[src/rtl/id_ex_stage.sv]
// ID-side operand bypass, hazard detection and ID/EX pipeline latch.
// Feeds EX with forwarded operands or a bubble on stall/flush.
module id_ex_stage #(
   parameter int NB_BITS  = 32,
   parameter int NB_DEPTH = 5,
   parameter int NB_CTRL  = 12,
   parameter int NB_PERF  = 16
) (
   input  logic                i_clk,
   input  logic                i_rst,
   input  logic                i_valid,
   input  logic [NB_BITS-1:0]  i_rs_data,
   input  logic [NB_BITS-1:0]  i_rt_data,
   input  logic [NB_DEPTH-1:0] i_rs_addr,
   input  logic [NB_DEPTH-1:0] i_rt_addr,
   input  logic                i_uses_rt,
   input  logic                i_is_branch,
   input  logic [NB_DEPTH-1:0] i_waddr,
   input  logic                i_wenb,
   input  logic [NB_BITS-1:0]  i_imm,
   input  logic [NB_CTRL-1:0]  i_ctrl,
   input  logic                i_flush,
   input  logic                i_ex_wenb,
   input  logic [NB_DEPTH-1:0] i_ex_waddr,
   input  logic                i_ex_is_load,
   input  logic                i_mem_wenb,
   input  logic [NB_DEPTH-1:0] i_mem_waddr,
   input  logic                i_mem_is_load,
   input  logic [NB_BITS-1:0]  i_mem_data,
   input  logic                i_wb_wenb,
   input  logic [NB_DEPTH-1:0] i_wb_waddr,
   input  logic [NB_BITS-1:0]  i_wb_data,
   output logic                o_stall,
   output logic                o_branch_eq,
   output logic                o_ex_valid,
   output logic [NB_BITS-1:0]  o_ex_rs,
   output logic [NB_BITS-1:0]  o_ex_rt,
   output logic [NB_BITS-1:0]  o_ex_imm,
   output logic [NB_DEPTH-1:0] o_ex_waddr,
   output logic                o_ex_wenb,
   output logic [NB_CTRL-1:0]  o_ex_ctrl,
   output logic [NB_PERF-1:0]  o_stall_count
);

   logic [NB_BITS-1:0] rs_fwd;
   logic [NB_BITS-1:0] rt_fwd;
   logic mem_fwd_rs, mem_fwd_rt;
   logic wb_fwd_rs, wb_fwd_rt;
   logic ex_rs, ex_rt;
   logic mld_rs, mld_rt;
   logic load_use, br_haz;
   logic capture;

   // r0 is hardwired, so it is never a bypass target
   assign mem_fwd_rs = i_mem_wenb && !i_mem_is_load
                       && i_rs_addr != '0
                       && i_mem_waddr == i_rs_addr;
   assign mem_fwd_rt = i_mem_wenb && !i_mem_is_load
                       && i_rt_addr != '0
                       && i_mem_waddr == i_rt_addr;
   assign wb_fwd_rs  = i_wb_wenb && i_rs_addr != '0
                       && i_wb_waddr == i_rs_addr;
   assign wb_fwd_rt  = i_wb_wenb && i_rt_addr != '0
                       && i_wb_waddr == i_rt_addr;

   always_comb begin
      rs_fwd = i_rs_data;
      if (mem_fwd_rs)
         rs_fwd = i_mem_data;
      else if (wb_fwd_rs)
         rs_fwd = i_wb_data;
   end

   always_comb begin
      rt_fwd = i_rt_data;
      if (mem_fwd_rt)
         rt_fwd = i_mem_data;
      else if (wb_fwd_rt)
         rt_fwd = i_wb_data;
   end

   assign ex_rs  = i_ex_wenb && i_ex_waddr != '0
                   && i_ex_waddr == i_rs_addr;
   assign ex_rt  = i_ex_wenb && i_ex_waddr != '0
                   && i_ex_waddr == i_rt_addr;
   assign mld_rs = i_mem_wenb && i_mem_is_load
                   && i_mem_waddr != '0
                   && i_mem_waddr == i_rs_addr;
   assign mld_rt = i_mem_wenb && i_mem_is_load
                   && i_mem_waddr != '0
                   && i_mem_waddr == i_rt_addr;

   assign load_use = i_valid && i_ex_is_load
                     && (ex_rs || (i_uses_rt && ex_rt));
   // branches compare in ID, so any producer still in EX or a load in MEM blocks them
   assign br_haz   = i_valid && i_is_branch
                     && (ex_rs || ex_rt || mld_rs || mld_rt);

   assign o_stall     = (load_use || br_haz) && !i_flush;
   assign o_branch_eq = (rs_fwd == rt_fwd);
   assign capture     = i_valid && !i_flush && !o_stall;

   always_ff @(posedge i_clk) begin
      if (i_rst) begin
         o_ex_valid <= 1'b0;
         o_ex_rs    <= '0;
         o_ex_rt    <= '0;
         o_ex_imm   <= '0;
         o_ex_waddr <= '0;
         o_ex_wenb  <= 1'b0;
         o_ex_ctrl  <= '0;
      end else if (capture) begin
         o_ex_valid <= 1'b1;
         o_ex_rs    <= rs_fwd;
         o_ex_rt    <= rt_fwd;
         o_ex_imm   <= i_imm;
         o_ex_waddr <= i_waddr;
         o_ex_wenb  <= i_wenb;
         o_ex_ctrl  <= i_ctrl;
      end else begin
         o_ex_valid <= 1'b0;
         o_ex_rs    <= '0;
         o_ex_rt    <= '0;
         o_ex_imm   <= '0;
         o_ex_waddr <= '0;
         o_ex_wenb  <= 1'b0;
         o_ex_ctrl  <= '0;
      end
   end

   always_ff @(posedge i_clk) begin
      if (i_rst)
         o_stall_count <= '0;
      else if (o_stall && o_stall_count != '1)
         o_stall_count <= o_stall_count + 1'b1;
   end

endmodule

[config.mk]
export PLATFORM = sky130hd
export DESIGN_NAME = id_ex_stage
export DESIGN_NICKNAME = d
export VERILOG_FILES = /design/src/rtl/id_ex_stage.sv
export SDC_FILE = /design/constraint.sdc
export NUM_CORES = 1
export LEC_CHECK = 0
export ABC_AREA = 0
export CORE_UTILIZATION = 36
export CTS_BUF_LIST = sky130_fd_sc_hd__clkbuf_4 sky130_fd_sc_hd__clkbuf_8
export CTS_CLUSTER_SIZE = 16
export DETAILED_ROUTE_END_ITERATION = 6
export PLACE_DENSITY = 0.86
export SLEW_MARGIN = 25
export SYNTH_ARGS = -nofsm -noshare
export SYNTH_HDL_FRONTEND = slang
export SYNTH_SLANG_ARGS = --single-unit
[constraint.sdc]
create_clock -name i_clk -period 2.9 [get_ports i_clk]
set_input_delay 0.29 -clock i_clk [delete_from_list [all_inputs] [get_ports i_clk]]
set_output_delay 0.29 -clock i_clk [all_outputs]
set_load 0.05 [all_outputs]
==> flow_summary_export.csv, run 1 <==
group,metric,value,unit
worst_setup_path,critical_path.reg2reg.endpoint,"o_stall_count[3]$_SDFFE_PP0P_",
drt,remaining_drc_errors,0,
logic_synthesis,netlist.area_leader.share,42.2,%
logic_synthesis,synth_enable_flop_cells,0,
run,maxcap_viol_count,0,
cts,tritoncts.num_buffers,17,
placed_design,dp.final_hpwl,20.0,mm
global_routing,global_route.usage.met1,29.8,%
timing,rsz0062_at_grt,"true",
worst_setup_path,critical_path_class,"in2out",
worst_setup_path,r2r_cells,9,
logic_synthesis,synthesis.area_per_instance,8.67,µm²
drt,drt_first_pass_iters,5,
worst_setup_path,cp_slowest_cell,"or4_4",
global_routing,routing_usage_on_met3,7.80,%
drt,dr_total_vias,7677,
worst_setup_path,crit_path_start,"i_rs_addr[2]",
global_routing,grt.busiest_layer,"met2",
final_layout,areaGrowthSynthToFinish,96.0,%
final_layout,antenna_cells,0,
logic_synthesis,dominantRegCellSynth,"dfxtp_1",
worst_setup_path,worst_setup_end_kind,"primary output",
cts,clock_tree_buffer_depth,2,
worst_setup_path,worstPathRequired,2.61,ns
cts,tritoncts,"built",
global_routing,grt_start_max_net_pins,35,
timing,timing.final.crit_share,121,%
cts,numClockSinks,131,
worst_setup_path,path_cells,"buf_6 -> or4_4 -> buf_6 -> o211ai_4 -> or2_4 -> buf_12 -> buf_16 -> a31oi_4 -> xor2_2 -> nor4_2 -> nand4_1 -> buf_4 -> nor4_4 -> buf_12",
logic_synthesis,synth_area,0.00621,mm²
logic_synthesis,synthesis.instances,716,
placed_design,placedCellCount,1321,
worst_hold_path,min-delay-start,"i_imm[5]",
drt,routed_wl,28.6,mm
timing,fin_worst_skew,0.00632,ns
logic_synthesis,ys_types,41,
global_routing,grt_antenna_before_repair,0,
global_routing,aggregate_global_route_resource_usage,29.5,%
cts,clock_insertion_delay_worst_skew,0.44,ns
placed_design,gp_congestion,0.912,
outcome,violations,"setup timing",
floorplan,die_area,0.0178,mm²
worst_setup_path,critPathMaxStageDelay,0.54,ns
floorplan,core_area,0.0167,mm²
logic_synthesis,postSynth.asyncResetShare,0,%
final_layout,nets,1399,
cts,cts.hold.buffers_added,0,
floorplan,initial_utilization,37.2,%
floorplan,ioPinCount,347,
drt,routedWlPerCell,20.2,µm
cts,htree_num_levels,4,
timing,hold_viol_final,0,
final_layout,layout_common_cells,"clkdlybuf4s50_1 (323), dfxtp_1 (131), and2_1 (112), buf_4 (107), nand3_1 (50)",
worst_setup_path,start_kind,"input port",
global_routing,globalRouteMet2Util,55.7,%
timing,slew_viol_final,0,
worst_setup_path,r2r_slack,0.92,ns
timing,setup_violations,2,
worst_setup_path,worst_r2r_startpoint,"o_stall_count[3]$_SDFFE_PP0P_",
worst_setup_path,crit_arrival,3.21,ns
logic_synthesis,ys.warnings.count,0,
final_layout,post_route_cells_drive_above_1_share,22.6,%
final_layout,final-instance-count-excl-fill,1417,
power_and_ir_drop,vdd_drop_max,0.304,mV
power_and_ir_drop,power_density,400,mW/mm²
global_routing,via_count_of_the_first_global_routing_pass,7475,
placed_design,io_buffer_count,346,
floorplan,die_width,133,µm
floorplan,chipHeight,133,µm
cts,clockRootBuffer,"clkbuf_8",
drt,postRouteAntennaNets,0,
logic_synthesis,net_count_after_synthesis,931,
drt,drt-vias-per-instance,5.42,
timing,relSlewSlack,59.3,%
timing,tightestPinTransition,0.608,ns
timing,fmax,286,MHz
logic_synthesis,synth_seq_cells,131,
global_routing,grt_pass1_wl,40.1,mm
timing,fin_worst_hold_slack,0.403,ns
outcome,outcome,"finished, violations left",
global_routing,global_route.overflow_total,0,
logic_synthesis,synthDominantAreaCellType,"dfxtp_1",
logic_synthesis,synthTopCellsByArea,"dfxtp_1 (42%), and2_1 (11%), xor2_1 (5.1%), a31oi_1 (4.4%), xnor2_1 (4.4%)",
worst_hold_path,hold_path_class,"in2reg",
cts,worst_setup_hold_path_clk_slew,0.08,ns
drt,drt-initial-drc-count,571,
worst_setup_path,worst_setup_path_endpoint,"o_branch_eq",
floorplan,row_count,47,
power_and_ir_drop,p_leak,0.00466,µW
timing,period_minus_slack,3.50,ns
logic_synthesis,synth-seq-area-share,42.2,%
timing,worst_slack,-0.600,ns
final_layout,layout.cells.most_common,"clkdlybuf4s50_1",
worst_setup_path,path_max_fanout,5,
-- area by class of cell --
class,count,area [µm²]
Clock inverter,15,194
Tap cell,220,275
Clock buffer,17,234
Sequential cell,131,2620
Timing Repair Buffer,504,5020
Multi-Input combinational cell,530,3820
Fill cell,1218,4530
-- per-layer routing --
metal | routed length [µm] | share of wire, % | vias up
li1 | - | - | 3446
met1 | 9520 | 33 | 3540
met2 | 14600 | 51 | 543
met3 | 2660 | 9.3 | 148
met4 | 1820 | 6.4 | 0
met5 | 0 | 0 | -
-- per-stage QoR --
step	TNS (ns)	setup WS, ns	total power [µW]	instance area [µm²]	utilization (%)
floorplan	-0.283	-0.283	2360	6230	-
global placement	-5.09	-0.891	2980	10600	63.4
detailed placement	-5.05	-0.991	2990	10600	63.4
CTS	-1.02	-0.623	4770	11600	69.6
global route	-0.972	-0.766	5040	12200	72.9
finish	-0.681	-0.600	4870	12200	72.9
-- synthesized netlist by cell type (3+ instances only) --
cell type,count
dfxtp_1,131
and2_1,114
nand3_1,52
nor3_1,47
a31oi_1,44
o21ai_0,42
xor2_1,36
clkbuf_1,32
nor2_1,31
xnor2_1,31
a21oi_1,29
mux2i_1,22
nand4_1,12
buf_2,11
o21ai_1,10
nand2_1,9
nor4_1,7
or3_1,7
and3_1,6
buf_4,5
clkbuf_2,5
nand2b_1,3
-- report_power, final --
| part | internal, µW | total [µW] | leakage [µW] | switching [µW] |
|---|---|---|---|---|
| combinational | 690 | 1330 | 0.00338 | 640 |
| sequential | 1840 | 1860 | 0.00106 | 12.9 |
| clock | 878 | 1680 | 0.000212 | 807 |
| total | 3410 | 4870 | 0.00466 | 1460 |
-- logic make-up (layout without fill, tap and decap cells) --
logic type               after synthesis  in the layout  synth area share, %
AO/OA/AOI/OAI                        136            136                 12.6
XOR/XNOR                              67             67                 9.45
adder cells (fa/ha/maj)                1              1                0.201
buffers and inverters                 55            536                 4.19
flip-flops                           131            131                 42.2
multiplexers                          22             22                 3.55
AND/OR/NAND/NOR                      304            304                 27.8
-- state kept, by name, summed over array words and instances, names as in the netlist --
name	cells
o_ex_ctrl	12
o_stall_count	16
o_ex_imm	32
o_ex_rt	32
o_ex_wenb	1
o_ex_valid	1
o_ex_rs	32
o_ex_waddr	5
-- critical path, delay by kind of cell --
kind	cells	cell delay (ns)
XOR/XNOR	1	0.20
buffers and inverters	6	0.86
AO/OA/AOI/OAI	2	0.34
AND/OR/NAND/NOR	5	1.50
-- worst min-delay path by stage --
stage	end	cells past startpoint	slack [ns]
final	o_ex_imm[5]$_SDFF_PP0_	2	0.40
after global routing	o_ex_waddr[3]$_SDFF_PP0_	2	0.39
after global placement	o_stall_count[8]$_SDFFE_PP0P_	2	0.48
after CTS	o_ex_imm[1]$_SDFF_PP0_	2	0.38
after floorplan	o_ex_ctrl[0]$_SDFF_PP0_	1	0.41
after detailed placement	o_stall_count[15]$_SDFFE_PP0P_	2	0.51
-- what timing repair did --
item                                    CTS  global route
resized for setup                        91            99
cloned                                    1             2
buffers inserted                         46            28
endpoints found under the setup margin    2             4
pin swaps                                37            37
Power figures use the tool's default switching activity.
==> run 2: changes to the inputs <==
==> constraint.sdc (replaced) <==
create_clock -name i_clk -period 2.9 [get_ports i_clk]
set_input_delay 0.29 -clock i_clk [delete_from_list [all_inputs] [get_ports i_clk]]
set_output_delay 0.29 -clock i_clk [all_outputs]
set_load 0.02 [all_outputs]
==> run 2 against run 1 <==
Compared with the run above:
- clock power down 4%
- the flow still finishes with violations (setup timing)
- sequential share of layout area decreased by 0.11 points
- final cell count shrank 0.28%
- critical path type unchanged
==> flow_summary_export.csv, run 2 (synthesis gave the netlist of run 1 again) <==
group,metric,value,unit
power_and_ir_drop,vdd_drop_max,0.311,mV
placed_design,pre_cts_ws,-1.38,ns
cts,clock_tree_buffer_depth,2,
final_layout,layout.cells.most_common,"clkdlybuf4s50_1",
power_and_ir_drop,power_density,384,mW/mm²
final_layout,post_route_cells_drive_above_1_share,24.6,%
global_routing,grt_pass1_wl,39.8,mm
worst_setup_path,worstPathRequired,2.61,ns
cts,clockRootBuffer,"clkbuf_8",
floorplan,die_width,133,µm
global_routing,aggregate_global_route_resource_usage,29.4,%
timing,period_minus_slack,3.45,ns
placed_design,dp.final_hpwl,19.9,mm
worst_hold_path,hold_depth,2,
timing,setup_violations,1,
worst_setup_path,path_max_fanout,6,
floorplan,row_count,47,
global_routing,grt_start_max_net_pins,31,
floorplan,core_area,0.0167,mm²
final_layout,nets,1396,
final_layout,areaGrowthSynthToFinish,97.0,%
drt,dr_total_vias,7718,
worst_setup_path,crit_arrival,3.16,ns
global_routing,global_route.overflow_total,0,
floorplan,initial_utilization,37.2,%
floorplan,chipHeight,133,µm
cts,tritoncts,"built",
timing,tightestPinTransition,0.436,ns
cts,htree_num_levels,4,
drt,postRouteAntennaNets,0,
final_layout,antenna_cells,0,
final_layout,layout_common_cells,"clkdlybuf4s50_1 (322), dfxtp_1 (131), buf_4 (119), and2_1 (114), nand3_1 (50)",
outcome,outcome,"finished, violations left",
placed_design,io_buffer_count,346,
timing,worst_slack,-0.551,ns
timing,relSlewSlack,70.7,%
cts,numClockSinks,131,
final_layout,biggestRegsByFlops,"o_ex_imm x32, o_ex_rs x32, o_ex_rt x32",
timing,slew_viol_final,0,
timing,rsz0062_at_grt,"true",
worst_setup_path,start_kind,"input port",
cts,worst_setup_hold_path_clk_slew,0.08,ns
timing,fin_worst_hold_slack,0.414,ns
cts,tritoncts.num_buffers,17,
drt,routedWlPerCell,20.4,µm
final_layout,n_fill_cell,1164,
timing,fin_worst_skew,0.0102,ns
outcome,violations,"setup timing",
drt,drt_first_pass_iters,6,
run,maxcap_viol_count,0,
worst_hold_path,hold_path_class,"in2reg",
power_and_ir_drop,p_leak,0.00459,µW
timing,hold_viol_final,0,
drt,drt-initial-drc-count,702,
timing,timing.final.crit_share,119,%
worst_setup_path,critical_path_class,"in2out",
cts,clock_insertion_delay_worst_skew,0.43,ns
placed_design,placedCellCount,1336,
worst_setup_path,r2r_cells,9,
drt,drt-vias-per-instance,5.46,
placed_design,gp_congestion,0.925,
worst_setup_path,worst_setup_end_kind,"primary output",
floorplan,die_area,0.0178,mm²
global_routing,grt_antenna_before_repair,0,
floorplan,ioPinCount,347,
final_layout,final-instance-count-excl-fill,1413,
timing,fmax,290,MHz
global_routing,via_count_of_the_first_global_routing_pass,7406,
drt,remaining_drc_errors,0,
drt,routed_wl,28.8,mm
run 2: area by class of cell:
cell class,count,area (µm²),area share [%]
clock inverter,12,159,1.30
tap,220,275,2.25
clock buffer,19,255,2.09
multi-input combinational,530,4040,33.0
timing repair buffer,501,4890,39.9
sequential,131,2620,21.4
run 2: critical path, cell delays in order:
cell	delay, ns
buf_6	0.09
or4_4	0.56
o211ai_1	0.22
buf_4	0.18
buf_6	0.14
buf_6	0.12
nor2_4	0.04
buf_12	0.13
buf_4	0.14
mux2i_1	0.12
a21oi_1	0.22
xnor2_1	0.18
nand4_1	0.20
nor4_4	0.32
buf_4	0.20
run 2: layer usage:
metal	GRT usage [%]	wire, µm	vias up
met5	0	0	-
met4	16.1	1760	0
met3	8.71	2910	152
met2	54.4	14500	568
met1	29.4	9670	3556
li1	-	-	3442
run 2: power breakdown:
group	internal, µW	total [µW]	switching [µW]
registers	1840	1860	12.3
clock network	881	1620	735
logic	676	1220	547
total	3400	4690	1290
run 2: per-stage QoR:
step	TNS, ns	util (%)	power, µW	instance area (µm²)
after detailed placement	-33.80	63.8	2890	10600
after CTS	-0.482	69.8	4580	11700
after floorplan	-0.0198	-	2260	6230
after global placement	-27.85	63.8	2880	10600
after global routing	-0.635	73.2	4850	12200
final	-0.551	73.2	4690	12200
run 2: path summary, 6_finish.rpt:
| check | startpoint | end | slack [ns] |
|---|---|---|---|
| setup / recovery | i_rs_addr[3] | o_branch_eq | -0.55 |
| hold / removal | i_ctrl[8] | o_ex_ctrl[8]$_SDFF_PP0_ | 0.41 |
| setup reg to reg | o_stall_count[3]$_SDFFE_PP0P_ | o_stall_count[3]$_SDFFE_PP0P_ | 0.91 |
| hold reg to reg | o_stall_count[15]$_SDFFE_PP0P_ | o_stall_count[15]$_SDFFE_PP0P_ | 0.51 |
run 2: what timing repair did:
| action | 4_1_cts | 5_1_grt |
|---|---|---|
| buffers inserted | 20 | 22 |
| pin swaps | 41 | 47 |
| gates resized for setup | 141 | 83 |
| endpoints found under the setup margin | 2 | 2 |
| cloned | 5 | 1 |
| hold buffers | 0 | 0 |
==> run 3: changes to the inputs <==
--- a/config.mk
+++ b/config.mk
@@ -10,6 +10,7 @@
 export CTS_BUF_LIST = sky130_fd_sc_hd__clkbuf_4 sky130_fd_sc_hd__clkbuf_8
 export CTS_CLUSTER_SIZE = 16
 export DETAILED_ROUTE_END_ITERATION = 6
+export HOLD_SLACK_MARGIN = 0.08
 export PLACE_DENSITY = 0.86
 export SLEW_MARGIN = 25
 export SYNTH_ARGS = -nofsm -noshare
==> results of run 3 <==
Same layout as run 2: the final DEF is identical, and so are final timing and power.
